### config.mk
export PLATFORM = sky130hd
export DESIGN_NAME = execute_pipe_flat
export DESIGN_NICKNAME = d
export VERILOG_FILES = /design/src/rtl/execute_pkg.sv /design/src/rtl/execute_if.sv /design/src/rtl/execute_alu.sv /design/src/rtl/execute_pipe.sv /design/src/flat_wrapper.sv
export SDC_FILE = /design/constraint.sdc
export NUM_CORES = 1
export LEC_CHECK = 0
export BUFFER_PORTS_ARGS = -buffer_cell sky130_fd_sc_hd__buf_2
export CORE_ASPECT_RATIO = 1.2
export CORE_MARGIN = 3
export CORE_UTILIZATION = 39
export DETAILED_ROUTE_END_ITERATION = 12
export GPL_TIMING_DRIVEN = 0
export RECOVER_POWER = 100
export SYNTH_ARGS = -nofsm -noshare
export SYNTH_HDL_FRONTEND = slang
export SYNTH_SLANG_ARGS = --single-unit
export TNS_END_PERCENT = 1
### constraint.sdc
create_clock -name clock -period 10.05 [get_ports clock]
set_input_delay 0.5025 -clock clock [delete_from_list [all_inputs] [get_ports clock]]
set_output_delay 0.5025 -clock clock [all_outputs]
set_load 0.1 [all_outputs]
### src/rtl/execute_pkg.sv
`default_nettype none
// ============================================================================
//  Module      : execute_pkg
//  Description : Shared types and op codes for the pipelined Execute unit.
//                Holds the opselect classes, per-class operation codes and
//                the packed control word layout.
//  Revision    : 1.0  initial release
// ============================================================================
package execute_pkg;

    // Op classes carried in control_in[2:0]
    typedef enum logic [2:0] {
        SHIFT_REG   = 3'b000,
        ARITH_LOGIC = 3'b001,
        MEM_WRITE   = 3'b100,
        MEM_READ    = 3'b101
    } opselect_e;

    // ARITH_LOGIC operation codes
    localparam logic [2:0] OP_ADD  = 3'b000;
    localparam logic [2:0] OP_HADD = 3'b001;
    localparam logic [2:0] OP_SUB  = 3'b010;
    localparam logic [2:0] OP_NOT  = 3'b011;
    localparam logic [2:0] OP_AND  = 3'b100;
    localparam logic [2:0] OP_OR   = 3'b101;
    localparam logic [2:0] OP_XOR  = 3'b110;
    localparam logic [2:0] OP_LHG  = 3'b111;

    // SHIFT_REG operation codes
    localparam logic [2:0] OP_SHLEFTLOG = 3'b000;
    localparam logic [2:0] OP_SHLEFTART = 3'b001;
    localparam logic [2:0] OP_SHRGHTLOG = 3'b010;
    localparam logic [2:0] OP_SHRGHTART = 3'b011;

    // MEM_READ operation codes
    localparam logic [2:0] OP_LOADBYTE  = 3'b000;
    localparam logic [2:0] OP_LOADHALF  = 3'b001;
    localparam logic [2:0] OP_LOADWORD  = 3'b011;
    localparam logic [2:0] OP_LOADBYTEU = 3'b100;
    localparam logic [2:0] OP_LOADHALFU = 3'b101;

    // Layout of control_in: {immp_regn, operation, opselect}
    typedef struct packed {
        logic       immp_regn;
        logic [2:0] operation;
        logic [2:0] opselect;
    } ctrl_t;

endpackage
`default_nettype wire

### src/rtl/execute_if.sv
`default_nettype none
// ============================================================================
//  Module      : execute_if
//  Description : Decode-side and Writeback-side bus of the Execute unit.
//                master = upstream/downstream environment, slave = pipe.
//  Revision    : 1.0  initial release
// ============================================================================
interface execute_if #(
    parameter int WIDTH = 32,
    parameter int IMM_W = 16,
    parameter int CNT_W = 16
);
    logic             enable_ex;
    logic             in_valid;
    logic             in_ready;
    logic [WIDTH-1:0] src1;
    logic [WIDTH-1:0] src2;
    logic [IMM_W-1:0] imm;
    logic [6:0]       control_in;
    logic [WIDTH-1:0] mem_data_read_in;
    logic             out_valid;
    logic             out_ready;
    logic [WIDTH-1:0] aluout;
    logic             carry;
    logic [WIDTH-1:0] mem_data_write_out;
    logic             mem_write_en;
    logic [CNT_W-1:0] retired_cnt;

    modport master (
        output enable_ex, in_valid, src1, src2, imm, control_in,
               mem_data_read_in, out_ready,
        input  in_ready, out_valid, aluout, carry, mem_data_write_out,
               mem_write_en, retired_cnt
    );

    modport slave (
        input  enable_ex, in_valid, src1, src2, imm, control_in,
               mem_data_read_in, out_ready,
        output in_ready, out_valid, aluout, carry, mem_data_write_out,
               mem_write_en, retired_cnt
    );
endinterface
`default_nettype wire

### src/rtl/execute_alu.sv
`default_nettype none
// ============================================================================
//  Module      : execute_alu
//  Description : Combinational result/carry for one op, fed from the S1
//                registers and captured by the S2 registers.
//  Revision    : 1.0  initial release
// ============================================================================
module execute_alu
    import execute_pkg::*;
#(
    parameter int WIDTH = 32
) (
    input  logic [WIDTH-1:0] aluin1,
    input  logic [WIDTH-1:0] aluin2,
    input  logic [WIDTH-1:0] imm_ext,
    input  logic [WIDTH-1:0] mem,
    input  logic [2:0]       opselect,
    input  logic [2:0]       operation,
    output logic [WIDTH-1:0] result,
    output logic             carry
);
    localparam int HALF = WIDTH / 2;
    localparam int SH_W = $clog2(WIDTH);

    logic [SH_W-1:0]  shift_number;
    logic             enable_shift;
    logic             enable_arith;
    logic [WIDTH:0]   sum;
    logic [WIDTH:0]   diff;
    logic [HALF:0]    hi_sum;
    logic [HALF-1:0]  lo_sum;
    logic [WIDTH-1:0] addr;

    assign shift_number = aluin2[SH_W-1:0];
    assign enable_shift = (opselect == SHIFT_REG);
    assign enable_arith = (opselect == ARITH_LOGIC);

    // Full-width adder/subtractor with carry/borrow in the extra MSB
    assign sum    = {1'b0, aluin1} + {1'b0, aluin2};
    assign diff   = {1'b0, aluin1} - {1'b0, aluin2};
    // Halves are added independently; the lower carry is deliberately dropped
    assign hi_sum = {1'b0, aluin1[WIDTH-1:HALF]} + {1'b0, aluin2[WIDTH-1:HALF]};
    assign lo_sum = aluin1[HALF-1:0] + aluin2[HALF-1:0];
    // Store address always uses the immediate, whatever immp_regn says
    assign addr   = aluin1 + imm_ext;

    // Select the result by op class; unknown codes fall through to zero
    always_comb begin
        result = '0;
        carry  = 1'b0;
        if (enable_arith) begin
            case (operation)
                OP_ADD:  {carry, result} = sum;
                OP_HADD: begin
                    result = {hi_sum[HALF-1:0], lo_sum};
                    carry  = hi_sum[HALF];
                end
                OP_SUB:  {carry, result} = diff;
                OP_NOT:  result = ~aluin2;
                OP_AND:  result = aluin1 & aluin2;
                OP_OR:   result = aluin1 | aluin2;
                OP_XOR:  result = aluin1 ^ aluin2;
                OP_LHG:  result = {aluin2[HALF-1:0], {HALF{1'b0}}};
                default: result = '0;
            endcase
        end else if (enable_shift) begin
            case (operation)
                OP_SHLEFTLOG,
                OP_SHLEFTART: result = aluin1 << shift_number;
                OP_SHRGHTLOG: result = aluin1 >> shift_number;
                OP_SHRGHTART: result = $signed(aluin1) >>> shift_number;
                default:      result = '0;
            endcase
        end else if (opselect == MEM_READ) begin
            case (operation)
                OP_LOADBYTE:  result = {{(WIDTH-8){mem[7]}}, mem[7:0]};
                OP_LOADBYTEU: result = {{(WIDTH-8){1'b0}}, mem[7:0]};
                OP_LOADHALF:  result = {{HALF{mem[HALF-1]}}, mem[HALF-1:0]};
                OP_LOADHALFU: result = {{HALF{1'b0}}, mem[HALF-1:0]};
                OP_LOADWORD:  result = mem;
                default:      result = '0;
            endcase
        end else if (opselect == MEM_WRITE) begin
            result = addr;
        end
    end

endmodule
`default_nettype wire

### src/rtl/execute_pipe.sv
`default_nettype none
// ============================================================================
//  Module      : execute_pipe
//  Description : Two-stage pipelined Execute unit with valid/ready flow
//                control, a global freeze (enable_ex) and a saturating
//                retired-op counter. S1 holds decoded operands, S2 the result.
//  Revision    : 1.0  initial release
// ============================================================================
module execute_pipe
    import execute_pkg::*;
#(
    parameter int WIDTH = 32,
    parameter int IMM_W = 16,
    parameter int CNT_W = 16
) (
    input  logic     clock,
    input  logic     reset,
    execute_if.slave bus
);
    ctrl_t            ctrl_in;
    logic [WIDTH-1:0] imm_sext;
    logic [WIDTH-1:0] operand2;
    logic             adv;
    logic             accept;
    logic             retire;

    // Stage 1: decoded op and operands
    logic             s1_valid;
    logic [WIDTH-1:0] aluin1;
    logic [WIDTH-1:0] aluin2;
    logic [WIDTH-1:0] s1_imm;
    logic [WIDTH-1:0] s1_mem;
    logic [WIDTH-1:0] s1_store_data;
    logic [2:0]       opselect;
    logic [2:0]       operation;

    logic [WIDTH-1:0] alu_result;
    logic             alu_carry;
    logic             s1_is_store;

    // Stage 2: result presented downstream
    logic             s2_valid;
    logic [WIDTH-1:0] s2_aluout;
    logic [WIDTH-1:0] s2_wdata;
    logic             s2_carry;
    logic             s2_store;
    logic [CNT_W-1:0] retired;

    assign ctrl_in  = ctrl_t'(bus.control_in);
    assign imm_sext = WIDTH'($signed(bus.imm));
    assign operand2 = ctrl_in.immp_regn ? imm_sext : bus.src2;

    // The whole pipe moves together: S2 empties or is taken, and not frozen
    assign adv          = bus.enable_ex & (~s2_valid | bus.out_ready);
    assign bus.in_ready = adv & reset;
    assign accept       = bus.in_valid & bus.in_ready;
    assign retire       = s2_valid & bus.out_ready & bus.enable_ex;
    assign s1_is_store  = (opselect == MEM_WRITE);

    // S1 capture: load a new op on accept, otherwise hold
    always_ff @(posedge clock or negedge reset) begin
        if (!reset) begin
            s1_valid      <= 1'b0;
            aluin1        <= '0;
            aluin2        <= '0;
            s1_imm        <= '0;
            s1_mem        <= '0;
            s1_store_data <= '0;
            opselect      <= '0;
            operation     <= '0;
        end else if (adv) begin
            s1_valid <= accept;
            if (accept) begin
                aluin1        <= bus.src1;
                aluin2        <= operand2;
                s1_imm        <= imm_sext;
                s1_mem        <= bus.mem_data_read_in;
                s1_store_data <= bus.src2;
                opselect      <= ctrl_in.opselect;
                operation     <= ctrl_in.operation;
            end
        end
    end

    execute_alu #(
        .WIDTH (WIDTH)
    ) u_alu (
        .aluin1    (aluin1),
        .aluin2    (aluin2),
        .imm_ext   (s1_imm),
        .mem       (s1_mem),
        .opselect  (opselect),
        .operation (operation),
        .result    (alu_result),
        .carry     (alu_carry)
    );

    // S2 capture: take the ALU result when S1 moves forward
    always_ff @(posedge clock or negedge reset) begin
        if (!reset) begin
            s2_valid  <= 1'b0;
            s2_aluout <= '0;
            s2_carry  <= 1'b0;
            s2_store  <= 1'b0;
            s2_wdata  <= '0;
        end else if (adv) begin
            s2_valid <= s1_valid;
            if (s1_valid) begin
                s2_aluout <= alu_result;
                s2_carry  <= alu_carry;
                s2_store  <= s1_is_store;
                s2_wdata  <= s1_is_store ? s1_store_data : '0;
            end
        end
    end

    // Count results handed downstream, sticking at all-ones
    always_ff @(posedge clock or negedge reset) begin
        if (!reset) begin
            retired <= '0;
        end else if (retire && (retired != {CNT_W{1'b1}})) begin
            retired <= retired + CNT_W'(1);
        end
    end

    assign bus.out_valid          = s2_valid;
    assign bus.aluout             = s2_aluout;
    assign bus.carry              = s2_carry;
    assign bus.mem_data_write_out = s2_wdata;
    assign bus.mem_write_en       = s2_valid & s2_store;
    assign bus.retired_cnt        = retired;

endmodule
`default_nettype wire

### src/flat_wrapper.sv
// flat-port wrapper written by rule: the top's interface ports become plain ports
module execute_pipe_flat import execute_pkg::*;
#(
    parameter int WIDTH = 32,
    parameter int IMM_W = 16,
    parameter int CNT_W = 16
)
  (clock, reset, bus_enable_ex, bus_in_valid, bus_src1, bus_src2, bus_imm, bus_control_in, bus_mem_data_read_in, bus_out_ready, bus_in_ready, bus_out_valid, bus_aluout, bus_carry, bus_mem_data_write_out, bus_mem_write_en, bus_retired_cnt);
  execute_if #(.WIDTH(WIDTH), .IMM_W(IMM_W), .CNT_W(CNT_W)) bus_i ();
  input  logic clock;
  input  logic reset;
  input wire logic [$bits(bus_i.enable_ex)-1:0] bus_enable_ex;
  input wire logic [$bits(bus_i.in_valid)-1:0] bus_in_valid;
  input wire logic [$bits(bus_i.src1)-1:0] bus_src1;
  input wire logic [$bits(bus_i.src2)-1:0] bus_src2;
  input wire logic [$bits(bus_i.imm)-1:0] bus_imm;
  input wire logic [$bits(bus_i.control_in)-1:0] bus_control_in;
  input wire logic [$bits(bus_i.mem_data_read_in)-1:0] bus_mem_data_read_in;
  input wire logic [$bits(bus_i.out_ready)-1:0] bus_out_ready;
  output wire logic [$bits(bus_i.in_ready)-1:0] bus_in_ready;
  output wire logic [$bits(bus_i.out_valid)-1:0] bus_out_valid;
  output wire logic [$bits(bus_i.aluout)-1:0] bus_aluout;
  output wire logic [$bits(bus_i.carry)-1:0] bus_carry;
  output wire logic [$bits(bus_i.mem_data_write_out)-1:0] bus_mem_data_write_out;
  output wire logic [$bits(bus_i.mem_write_en)-1:0] bus_mem_write_en;
  output wire logic [$bits(bus_i.retired_cnt)-1:0] bus_retired_cnt;
  assign bus_i.enable_ex = bus_enable_ex;
  assign bus_i.in_valid = bus_in_valid;
  assign bus_i.src1 = bus_src1;
  assign bus_i.src2 = bus_src2;
  assign bus_i.imm = bus_imm;
  assign bus_i.control_in = bus_control_in;
  assign bus_i.mem_data_read_in = bus_mem_data_read_in;
  assign bus_i.out_ready = bus_out_ready;
  assign bus_in_ready = bus_i.in_ready;
  assign bus_out_valid = bus_i.out_valid;
  assign bus_aluout = bus_i.aluout;
  assign bus_carry = bus_i.carry;
  assign bus_mem_data_write_out = bus_i.mem_data_write_out;
  assign bus_mem_write_en = bus_i.mem_write_en;
  assign bus_retired_cnt = bus_i.retired_cnt;
  execute_pipe #(.WIDTH(WIDTH), .IMM_W(IMM_W), .CNT_W(CNT_W)) u_core (.clock(clock), .reset(reset), .bus(bus_i));
endmodule
==> flow_metrics.py <==
metrics = {
    "setup_path": {
        "endpoint_kind": "flip-flop",
        "crit_family": "buffers and inverters",
        "crit_chain": "clkbuf_1 -> inv_1 -> clkbuf_1 -> clkbuf_1 -> ha_1 -> clkbuf_1 -> nor4_1 -> or2_0 -> a31oi_1 -> a21oi_1 -> a21oi_1 -> o41ai_1 -> a21boi_0 -> xnor2_1 -> a311o_1",
        "r2r_cells": 15,
        "startpoint_type": "flip-flop",
        "endpoint": "u_core.bus.aluout[29]",
        "ff2ff_setup_slack_ns": 2.95,
        "critPathMostFrequentCell": "clkbuf_1",
        "cp_num_cells": 15,
        "cpMaxStageDelayCell": "o41ai_1",
        "path_class": "reg -> reg",
        "arrival_ns": 7.56,
        "crit_buf_inv": 5,
        "critPathMaxStageDelay_ns": 0.88,
        "cp_data_required_time_ns": 10.51,
        "r2r-start": "u_core.aluin2[2]",
        "crit_path_max_fanout": 11,
        "cp-startpoint": "u_core.aluin2[2]",
        "r2r-end": "u_core.bus.aluout[29]",
    },
    "power_and_ir_drop": {
        "p_int_mw": 3.246,
        "leakagePower_nw": 10.23,
        "power_density_nw_per_um2": 318.7,
        "vdd_ir_drop_max_mv": 0.1765,
        "pwr-share-comb_pct": 64.6,
        "switching_share_pct": 57.42,
        "p_sw_mw": 4.377,
        "power.clock.fraction_pct": 14.4,
        "pwr-share-seq_pct": 21.0,
    },
    "detailed_routing": {
        "vias": 22817,
        "drt-total-wl_mm": 117.2,
        "routedWlPerCell_um": 33.34,
        "antenna_violating_nets_post_route": 0,
        "drcViolationCount": 0,
        "via_per_inst": 6.491,
        "first_iter_violations": 2769,
        "dr.pass1.iters": 7,
    },
    "clocking": {
        "post-cts-setup-buffers": 0,
        "cts_inserted_buffers": 27,
        "clk_pin_slew_ns": 0.07,
        "htree_levels": 1,
        "cts_tree": "done",
        "clock_sink_count": 234,
        "clockBufferDepth": 3,
        "root_buffer": "clkbuf_16",
        "clock_latency_ns": 0.60,
        "cts.repair.resized": 0,
    },
    "logic_synthesis": {
        "seq_area_frac_synth_pct": 27.77,
        "syn-cell-area_um2": 21080,
        "syn_avg_cell_area_um2": 8.275,
        "yosysWarnings": 0,
        "synth_nets": 2805,
        "synth.largest_area_cell": "dfrtp_1",
        "synth_seq_cells": 234,
        "async_flop_share_pct": 100.0,
        "ys.flop_type": "dfrtp_1",
        "yosys-top-cells-count": "312 x nand2_1, 234 x dfrtp_1, 219 x o21ai_0",
        "synth_area_leaders": "dfrtp_1 28%, ha_1 7.7%, mux2_2 7.2%",
        "ys_types": 84,
        "synth_edf_count": 0,
        "yosysMostFrequentCell": "nand2_1",
        "synth_top_area_share_pct": 27.77,
        "synthCells": 2548,
    },
    "placement": {
        "placed_cell_area_um2": 23070,
        "dp_hpwl_mm": 92.38,
        "gp_routability_congestion": 1.098,
        "pre_cts_slack_ns": 4.095,
        "portBuffers": 206,
    },
    "timing": {
        "clock_skew_ns": 0.02783,
        "fmax_ghz": 0.1408,
        "rsz0062_at_grt": "no",
        "setup_ws_ns": 2.946,
        "drv_slew": 40,
        "period_needed_ns": 7.104,
        "hold_violations": 0,
        "final-setup-viol-count": 0,
        "maxSlewHeadroom_pct": -80.32,
        "fin_crit_sh_pct": 70.68,
        "tns_ns": 0,
        "tightest_slew_ns": 2.705,
    },
    "floorplanning": {
        "die_w_um": 218.3,
        "rows": 92,
        "ioPinCount": 208,
        "start_util_pct": 39.82,
        "dieHeight_um": 260.7,
        "dieArea_um2": 56900,
        "coreArea_um2": 52950,
    },
    "global_routing": {
        "grt_use_total_pct": 39.96,
        "antenna_found_initial": 4,
        "grt_pass1_wl_mm": 163.1,
        "grt_overflow": 0,
        "first_global_vias": 22026,
        "grt_max_degree": 123,
    },
    "finish": {
        "syn2layout_area_growth_pct": 13.45,
        "nets": 3044,
        "stdcell_area_um2": 23920,
        "final_layout_size_suffix_gt1_share_pct": 13.75,
    },
    "status": {
        "status": "complete, but fails checks",
        "violations": "capacitance limit, slew limit",
    },
    "job": {
        "maxCapViolations": 3,
    },
    "min_path": {
        "hp-class": "in -> reg",
    },
}
## worst min path at each step
stage               cells after the start                         startpoint                                 to  slack [ns]
CTS                                     2           bus_mem_data_read_in[27]                  u_core.s1_mem[27]        0.12
global placement                        2  u_core.bus.mem_data_write_out[23]  u_core.bus.mem_data_write_out[23]        0.45
detailed placement                      1                              reset                  u_core.s1_mem[25]        0.42
floorplan                               0                              reset                   u_core.aluin1[0]        0.21
global route                            2           bus_mem_data_read_in[17]                  u_core.s1_mem[17]        0.13
finish                                  2           bus_mem_data_read_in[18]                  u_core.s1_mem[18]        0.13
## routing by layer
metal / global-route usage [%] / wire (um) / vias to the layer above
met4: 29.44 / 10750 / 2
li1: - / - / 9836
met1: 48.55 / 43740 / 11154
met2: 62.47 / 51860 / 1418
met3: 8.408 / 10830 / 407
met5: 0 / 13 / -
## layout make-up
| type | instances | area [um2] |
|---|---|---|
| multi-input cells | 2013 | 14040 |
| well taps | 705 | 882.1 |
| flip-flops and latches | 234 | 5856 |
| repair buffers | 210 | 999.7 |
| clock inverters | 10 | 176.4 |
| plain buffers | 185 | 735.7 |
| clock buffers | 40 | 794.5 |
| diodes | 2 | 5.005 |
| fillers | 5414 | 29030 |
| inverters | 116 | 435.4 |
## layout by cell type (no fill, tap or decap), types with 9 or more instances in the layout
cell / count
mux2i_1: 97
o22ai_1: 34
xnor2_1: 44
nor2b_1: 16
o221ai_1: 24
and3_1: 12
buf_2: 141
o21ai_0: 221
a221oi_1: 25
a22o_1: 9
ha_1: 129
a211o_1: 11
xor2_1: 22
o21bai_1: 16
nand3_1: 60
a21o_1: 30
buf_1: 19
clkbuf_16: 27
nand2b_1: 11
and2_1: 10
or3_1: 16
a31oi_1: 34
clkbuf_1: 233
a221o_1: 11
mux2_2: 135
o31ai_1: 19
o21a_1: 16
nor2_1: 188
dfrtp_1: 234
a22oi_1: 12
a21boi_0: 11
mux4_2: 35
nand2_1: 312
a211oi_1: 42
a21oi_1: 214
o211ai_1: 29
nor3_1: 36
inv_1: 110
nor4_1: 15
nand4_1: 12
## power by group through the flow
stage / Combinational, mW / Clock, mW / Sequential (mW)
2_1_floorplan: 2.63 / 0 / 2.05
3_3_place_gp: 4.78 / 0 / 1.58
3_5_place_dp: 4.79 / 0 / 1.59
4_1_cts: 4.81 / 1.12 / 1.58
5_1_grt: 5.14 / 1.15 / 1.61
6_report: 4.92 / 1.10 / 1.60
## through the flow
| step | cells | hold WS [ns] | utilization (%) | power (mW) |
|---|---|---|---|---|
| after floorplan | 2548 | 0.2069 | - | 4.676 |
| after global placement | 3459 | 0.4503 | 43.43 | 6.367 |
| after detailed placement | 3462 | 0.4165 | 43.58 | 6.378 |
| after CTS | 3513 | 0.1150 | 45.43 | 7.505 |
| after global routing | 3513 | 0.1253 | 45.17 | 7.892 |
| final | 3515 | 0.1337 | 45.17 | 7.624 |
## kinds of logic after synthesis
group	Yosys count	share of synthesized area (%)
xor gates and xnor gates	66	2.742
and+or+nand+nor	708	14.60
adders and majority gates	133	8.035
DFF	234	27.77
AOI/OAI and AO/OA	839	25.73
muxes	267	15.55
buffers and inverters	301	5.572
## state kept, by name, indices dropped and copies added (netlist names)
name and count:
u_core.s1_valid 1, u_core.operation 3, u_core.bus.out_valid 1, u_core.bus.mem_data_write_out 32
u_core.opselect 3, u_core.s1_mem 32, u_core.s1_imm 16, u_core.s2_store 1
u_core.aluin1 32, u_core.aluin2 32, u_core.bus.carry 1, u_core.s1_store_data 32
u_core.bus.retired_cnt 16, u_core.bus.aluout 32
## what timing repair did
action,in CTS,in global routing
hold buffers,1,0
endpoints found under the hold margin,39,0
endpoints found under the setup margin,0,0
Note: power is estimated with default switching activity, not from simulation.
